File: config.mk
export PLATFORM = sky130hd
export DESIGN_NAME = ex_stage
export DESIGN_NICKNAME = d
export VERILOG_FILES = /design/src/rtl/ex_stage.sv
export SDC_FILE = /design/constraint.sdc
export NUM_CORES = 2
export LEC_CHECK = 0
export ABC_AREA = 1
export BUFFER_PORTS_ARGS = -buffer_cell sky130_fd_sc_hd__buf_2
export CORE_MARGIN = 4
export CORE_UTILIZATION = 23
export CTS_BUF_LIST = sky130_fd_sc_hd__clkbuf_8
export DETAILED_ROUTE_END_ITERATION = 10
export PLACE_DENSITY_LB_ADDON = 0.12
export REMOVE_ABC_BUFFERS = 1
export SYNTH_ARGS = -nofsm -noshare
export SYNTH_HDL_FRONTEND = slang
export SYNTH_SLANG_ARGS = --single-unit
export TNS_END_PERCENT = 20
File: constraint.sdc
create_clock -name clk -period 17.4 [get_ports clk]
set_input_delay 3.48 -clock clk [delete_from_list [all_inputs] [get_ports clk]]
set_output_delay 3.48 -clock clk [all_outputs]
set_load 0.01 [all_outputs]
File: src/rtl/ex_stage.sv
// ex_stage: MIPS execute stage with single-cycle ALU/multiply and a 32-step restoring divider.
// DIV/DIVU hold stallreq_o until the divider reaches DONE, where HI/LO are presented for one cycle.
module ex_stage (
    input  logic        clk,
    input  logic        rst,
    input  logic [7:0]  aluop_i,
    input  logic [2:0]  alusel_i,
    input  logic [31:0] reg1_i,
    input  logic [31:0] reg2_i,
    input  logic [4:0]  wd_i,
    input  logic        wreg_i,
    output logic [4:0]  wd_o,
    output logic        wreg_o,
    output logic [31:0] wdata_o,
    output logic [31:0] hi_o,
    output logic [31:0] lo_o,
    output logic        whilo_o,
    output logic        stallreq_o
);
    localparam logic [7:0] EXE_AND_OP   = 8'b00100100;
    localparam logic [7:0] EXE_OR_OP    = 8'b00100101;
    localparam logic [7:0] EXE_XOR_OP   = 8'b00100110;
    localparam logic [7:0] EXE_NOR_OP   = 8'b00100111;
    localparam logic [7:0] EXE_SLL_OP   = 8'b01111100;
    localparam logic [7:0] EXE_SRL_OP   = 8'b00000010;
    localparam logic [7:0] EXE_SLT_OP   = 8'b00101010;
    localparam logic [7:0] EXE_SLTU_OP  = 8'b00101011;
    localparam logic [7:0] EXE_ADDU_OP  = 8'b00100001;
    localparam logic [7:0] EXE_SUBU_OP  = 8'b00100011;
    localparam logic [7:0] EXE_MULT_OP  = 8'b00011000;
    localparam logic [7:0] EXE_MULTU_OP = 8'b00011001;
    localparam logic [7:0] EXE_DIV_OP   = 8'b00011010;
    localparam logic [7:0] EXE_DIVU_OP  = 8'b00011011;
    localparam logic [2:0] EXE_RES_LOGIC      = 3'b001;
    localparam logic [2:0] EXE_RES_SHIFT      = 3'b010;
    localparam logic [2:0] EXE_RES_ARITHMETIC = 3'b100;

    typedef enum logic [1:0] {IDLE, BUSY, DONE} state_t;

    state_t      state_q, state_d;
    logic [4:0]  cnt_q, cnt_d;
    logic [31:0] dsr_q, dsr_d, quo_q, quo_d, rem_q, rem_d;
    logic        qneg_q, qneg_d, rneg_q, rneg_d;
    logic        is_div, is_mul, sgn;
    logic [32:0] trial;
    logic [63:0] prod;
    logic [31:0] sra_res, logic_res, shift_res, arith_res;

    always_comb begin
        is_div = (aluop_i == EXE_DIV_OP) || (aluop_i == EXE_DIVU_OP);
        is_mul = (aluop_i == EXE_MULT_OP) || (aluop_i == EXE_MULTU_OP);
        sgn = (aluop_i == EXE_DIV_OP) || (aluop_i == EXE_MULT_OP);
        // sign-extend to 64 bits so one 64x64 multiply serves both MULT and MULTU
        prod = {{32{sgn & reg1_i[31]}}, reg1_i} * {{32{sgn & reg2_i[31]}}, reg2_i};
        sra_res = $signed(reg2_i) >>> reg1_i[4:0];
        logic_res = aluop_i == EXE_AND_OP ? reg1_i & reg2_i :
                    aluop_i == EXE_OR_OP  ? reg1_i | reg2_i :
                    aluop_i == EXE_XOR_OP ? reg1_i ^ reg2_i :
                    aluop_i == EXE_NOR_OP ? ~(reg1_i | reg2_i) : '0;
        shift_res = aluop_i == EXE_SLL_OP ? reg2_i << reg1_i[4:0] :
                    aluop_i == EXE_SRL_OP ? reg2_i >> reg1_i[4:0] : sra_res;
        arith_res = aluop_i == EXE_ADDU_OP ? reg1_i + reg2_i :
                    aluop_i == EXE_SUBU_OP ? reg1_i - reg2_i :
                    aluop_i == EXE_SLT_OP  ? {31'd0, $signed(reg1_i) < $signed(reg2_i)} :
                    aluop_i == EXE_SLTU_OP ? {31'd0, reg1_i < reg2_i} : '0;
    end

    always_comb begin
        state_d = state_q;
        cnt_d = cnt_q;
        dsr_d = dsr_q;
        quo_d = quo_q;
        rem_d = rem_q;
        qneg_d = qneg_q;
        rneg_d = rneg_q;
        trial = {rem_q, quo_q[31]} - {1'b0, dsr_q};
        case (state_q)
            IDLE: if (is_div) begin
                cnt_d = '0;
                // a zero divisor skips the iterations and loads the fixed result directly
                state_d = reg2_i == '0 ? DONE : BUSY;
                dsr_d = sgn && reg2_i[31] ? -reg2_i : reg2_i;
                quo_d = reg2_i == '0 ? '1 : sgn && reg1_i[31] ? -reg1_i : reg1_i;
                rem_d = reg2_i == '0 ? reg1_i : '0;
                qneg_d = reg2_i != '0 && sgn && (reg1_i[31] ^ reg2_i[31]);
                rneg_d = reg2_i != '0 && sgn && reg1_i[31];
            end
            BUSY: begin
                quo_d = {quo_q[30:0], ~trial[32]};
                rem_d = trial[32] ? {rem_q[30:0], quo_q[31]} : trial[31:0];
                cnt_d = cnt_q + 5'd1;
                state_d = cnt_q == 5'd31 ? DONE : BUSY;
            end
            default: state_d = IDLE;
        endcase
    end

    always_comb begin
        wd_o = '0;
        wreg_o = 1'b0;
        wdata_o = '0;
        hi_o = '0;
        lo_o = '0;
        whilo_o = 1'b0;
        stallreq_o = 1'b0;
        if (!rst) begin
            wd_o = wd_i;
            wreg_o = wreg_i;
            wdata_o = alusel_i == EXE_RES_LOGIC ? logic_res :
                      alusel_i == EXE_RES_SHIFT ? shift_res :
                      alusel_i == EXE_RES_ARITHMETIC ? arith_res : '0;
            stallreq_o = state_q == BUSY || (state_q == IDLE && is_div);
            whilo_o = state_q == DONE || is_mul;
            {hi_o, lo_o} = state_q == DONE ? {rneg_q ? -rem_q : rem_q, qneg_q ? -quo_q : quo_q} :
                           is_mul ? prod : '0;
        end
    end

    always_ff @(posedge clk or posedge rst) begin
        if (rst) begin
            state_q <= IDLE;
            cnt_q <= '0;
            dsr_q <= '0;
            quo_q <= '0;
            rem_q <= '0;
            qneg_q <= 1'b0;
            rneg_q <= 1'b0;
        end else begin
            state_q <= state_d;
            cnt_q <= cnt_d;
            dsr_q <= dsr_d;
            quo_q <= quo_d;
            rem_q <= rem_d;
            qneg_q <= qneg_d;
            rneg_q <= rneg_d;
        end
    end
endmodule

==> summary.md <==
• via total after detailed routing: 60,910
• CTS-repair resized insts: 0
• synthesis-stage register bit count: 105
• async set or reset register ratio after synthesis: 1.000
• clock tree from TritonCTS: done
• sequential element share of the synthesized area: 0.04278
• met1 wire length: 156.5 mm
• number of setup violations in the final report: 0
• wire length of the first global-routing pass: 499.9 mm
• count of cell types in the netlist: 56
• launching instance or port of the critical path: aluop_i[7]
• largest net degree at the start of global routing: 76
• number of buffers and inverters on the critical path: 6
• number of enable-type register cells in the synthesized netlist: 0
• Skew-Pair Late Insertion Delay: 0.45 ns
• final cell count without fillers: 12,530
• number of buffers inserted by hold repair at cts: 0
• number of cells after detailed placement: 12,490
• overall die width: 524.7 um
• Clk pin slew, worst setup/hold paths: 0.11 ns
• total of max-cap violations: 0
• Worst path most repeated cell: fa_1
• number of H-tree levels: 3
• number of remaining DRC errors: 0
• routed length per placed instance: 28.48 um
• violation count after the first detailed-routing iteration: 5,587
• total wire length: 356.9 mm
• total setup buffers inserted after CTS: 0
• footprint of the multi-input gates: 49,110 sq um
• Total Nets Final: 10,530
• standard-cell row count: 189
• Min-Delay Startpoint: dsr_q[7]
• setup TNS: 0 ns
• data arrival time of the worst path: 12.92 ns
• Slowest-stage cell, CP: fa_1
• number of port buffers: 186
• met2 wirelength from detailed routing: 165.2 mm
• number of top-level pins: 187
• total clock buffers created by CTS: 9
• Post-Synthesis Cells: 9,050
• clk buf depth: 2
• core area: 265,600 sq um
• final weighted congestion in routability-driven placement: 0.9692
• class of the tightest hold or removal check: reg2reg
• cell family with the largest share of critical-path delay: adder cells
• global-route usage over all layers: 0.2547
• Post-Synthesis Mean Instance Area: 6.786 sq um
• number of warnings reported in the yosys synthesis log: 0
• highest net fanout along the worst path: 13
• first-pass iteration count of the detailed router: 7
• area taken by flip-flops and latches: 2628 sq um
• highest layer used for signal routing: met5
• number of global-route vias before repair: 62,130
• starting density of the core: 0.2313
• FMAX: 0.06097 GHz
• fraction of layout instances using a drive strength above 1: 0.05370
• prevailing post-synth register cell: dfrtp_1
• highest cell delay on the worst timing path: 0.63 ns
• number of fill cells: 30,140
• clock root buffer: clkbuf_8
• sum of met3 wire segment lengths after detailed routing: 20.82 mm
• beginning of the worst register-to-register path: quo_q[31]
• DIE AREA: 275,400 sq um
• hold violation count in the final report: 0
• die height: 524.7 um
• critical path launch point type: input port
• Setup CP Type: in2out
• area growth from synthesis to final layout: 8.512%
• unrepaired setup endpoints after global routing: false
• post-synthesis instance area: 61,420 sq um
• CTS Sinks: 105
• data required time at the worst endpoint: 13.92 ns
• HPWL after DPL: 298.2 mm
• Max Slew Vio Count: 0
• post-detailed-route count of antenna-violating nets: 0
• outcome: finished clean
• slew at the pin closest to its max-slew limit: 1.286 ns
• drt via density: 4.861
• antenna violations before repair: 32
• global route overflow: 0
• Final period util: 0.9426
• slew margin rel.: 0.1346
• final period demand of the worst path: 16.40 ns
• kind of end point of the critical path: primary output
• maximum clock skew at final layout: 0.01745 ns
-- metal layers --
metal | global-route usage | up-vias
li1 | - | 26930
met1 | 0.3442 | 31350
met2 | 0.4182 | 2271
met3 | 0.03405 | 344
met4 | 0.08519 | 10
met5 | 0 | -
-- placed cells by master, fill, tap and decap left out, types with 21 or more instances in the layout --
cell	count
dfrtp_1	105
nor3_1	64
nor2_1	547
nand2_1	2436
or2_2	25
nand3_1	418
nand4_1	66
o221ai_1	23
xnor2_1	30
diode_2	21
fa_1	1128
a31oi_1	21
o211ai_1	57
ha_1	346
o21ai_0	518
buf_4	169
o21bai_1	25
xor2_1	63
buf_2	183
inv_1	2084
a21oi_1	437
a21oi_2	24
-- cells in the mapped netlist (3+ instances only) --
| master | count | area share |
|---|---|---|
| nand2_1 | 2440 | 0.15 |
| inv_1 | 2084 | 0.13 |
| fa_1 | 1128 | 0.37 |
| nor2_1 | 549 | 0.034 |
| o21ai_0 | 518 | 0.042 |
| a21oi_1 | 437 | 0.036 |
| nand3_1 | 419 | 0.034 |
| ha_1 | 346 | 0.070 |
| clkbuf_1 | 275 | 0.017 |
| dfrtp_1 | 105 | 0.043 |
| buf_1 | 92 | 0.0056 |
| buf_2 | 72 | 0.0059 |
| nor3_1 | 69 | 0.0056 |
| nand4_1 | 66 | 0.0067 |
| xor2_1 | 63 | 0.0090 |
| o211ai_1 | 57 | 0.0070 |
| xnor2_1 | 30 | 0.0043 |
| o21bai_1 | 25 | 0.0031 |
| or2_2 | 25 | 0.0025 |
| a21oi_2 | 24 | 0.0034 |
| o221ai_1 | 23 | 0.0033 |
| a31oi_1 | 21 | 0.0021 |
| inv_2 | 19 | 0.0012 |
| nand3b_1 | 18 | 0.0022 |
| o22ai_1 | 15 | 0.0015 |
| nor4_1 | 12 | 0.0012 |
| o21ai_1 | 12 | 0.00098 |
| o21a_1 | 11 | 0.0013 |
| a211oi_1 | 9 | 0.0011 |
| and2_1 | 9 | 0.00092 |
| nor2_2 | 8 | 0.00081 |
| a21o_1 | 7 | 0.00086 |
| and3_1 | 7 | 0.00071 |
| mux2i_1 | 7 | 0.0011 |
| buf_6 | 5 | 0.00092 |
| nor3_2 | 5 | 0.00081 |
| buf_4 | 4 | 0.00049 |
| o31ai_1 | 4 | 0.00049 |
| a22o_1 | 3 | 0.00043 |
| nor2_4 | 3 | 0.00055 |
| o2111ai_1 | 3 | 0.00043 |
-- cell families (layout without fill, tap and decap cells) --
group | Yosys count | count (layout) | synth area share
AOI/OAI and AO/OA | 1176 | 1176 | 0.1048
xor gates and xnor gates | 93 | 93 | 0.01326
adders and majority gates | 1474 | 1474 | 0.4382
buffers and inverters | 2554 | 2480 | 0.1586
DFF | 105 | 105 | 0.04278
muxes | 7 | 7 | 0.001141
other | 0 | 21 | 0
and+or+nand+nor | 3641 | 3641 | 0.2412
-- state kept, by name (all words and copies together) (netlist names) --
register and cells:
cnt_q 5, dsr_q 32, qneg_q 1, quo_q 32, rem_q 32, rneg_q 1, state_q 2
-- stage by stage --
stage | hold WS, ns | util | area, sq um | setup slack, ns
after floorplan | 0.4489 | - | 59580 | 2.745
after global placement | 0.4708 | 0.2500 | 66390 | 0.8423
after detailed placement | 0.4717 | 0.2500 | 66390 | 1.008
after CTS | 0.5078 | 0.2508 | 66590 | 0.9664
after global routing | 0.5309 | 0.2508 | 66600 | 0.4847
final | 0.5028 | 0.2509 | 66640 | 0.9995
-- worst register-to-register path, stage by stage, from the launching register on --
cell     delay, ns
dfrtp_1       0.34
inv_1         0.08
ha_1          0.23
fa_1          0.41
o21ai_1       0.36
nand2_1       0.10
nand2_1       0.18
nand2_1       0.07
nand3_1       0.27
nand3_1       0.19
nand2_1       0.11
nand2_1       0.06
nand2_2       0.63
nand2_1       0.19
nand3_1       0.11
a21oi_1       0.09
-- worst paths after layout --
kind,endpoint,slack (ns),cells past startpoint
max,hi_o[13],1.0,28
min,dsr_q[7],0.50,2
max reg2reg,rem_q[6],13.86,15
min reg2reg,dsr_q[7],0.50,2
max in group asynchronous,quo_q[21],12.67,4
min in group asynchronous,dsr_q[6],3.51,3
-- area by class of cell --
cell class | count | area share
multi-input cells | 6391 | 0.7370
inverters | 2105 | 0.1186
well taps | 3533 | 0.06633
flip-flops and latches | 105 | 0.03943
repair buffers | 359 | 0.03488
clock buffers | 10 | 0.002065
clock inverters | 6 | 0.0009012
diodes | 21 | 0.0007885
Power is not shown: default switching activity piles up to over one toggle a cycle in this logic, so the estimate is an artifact.
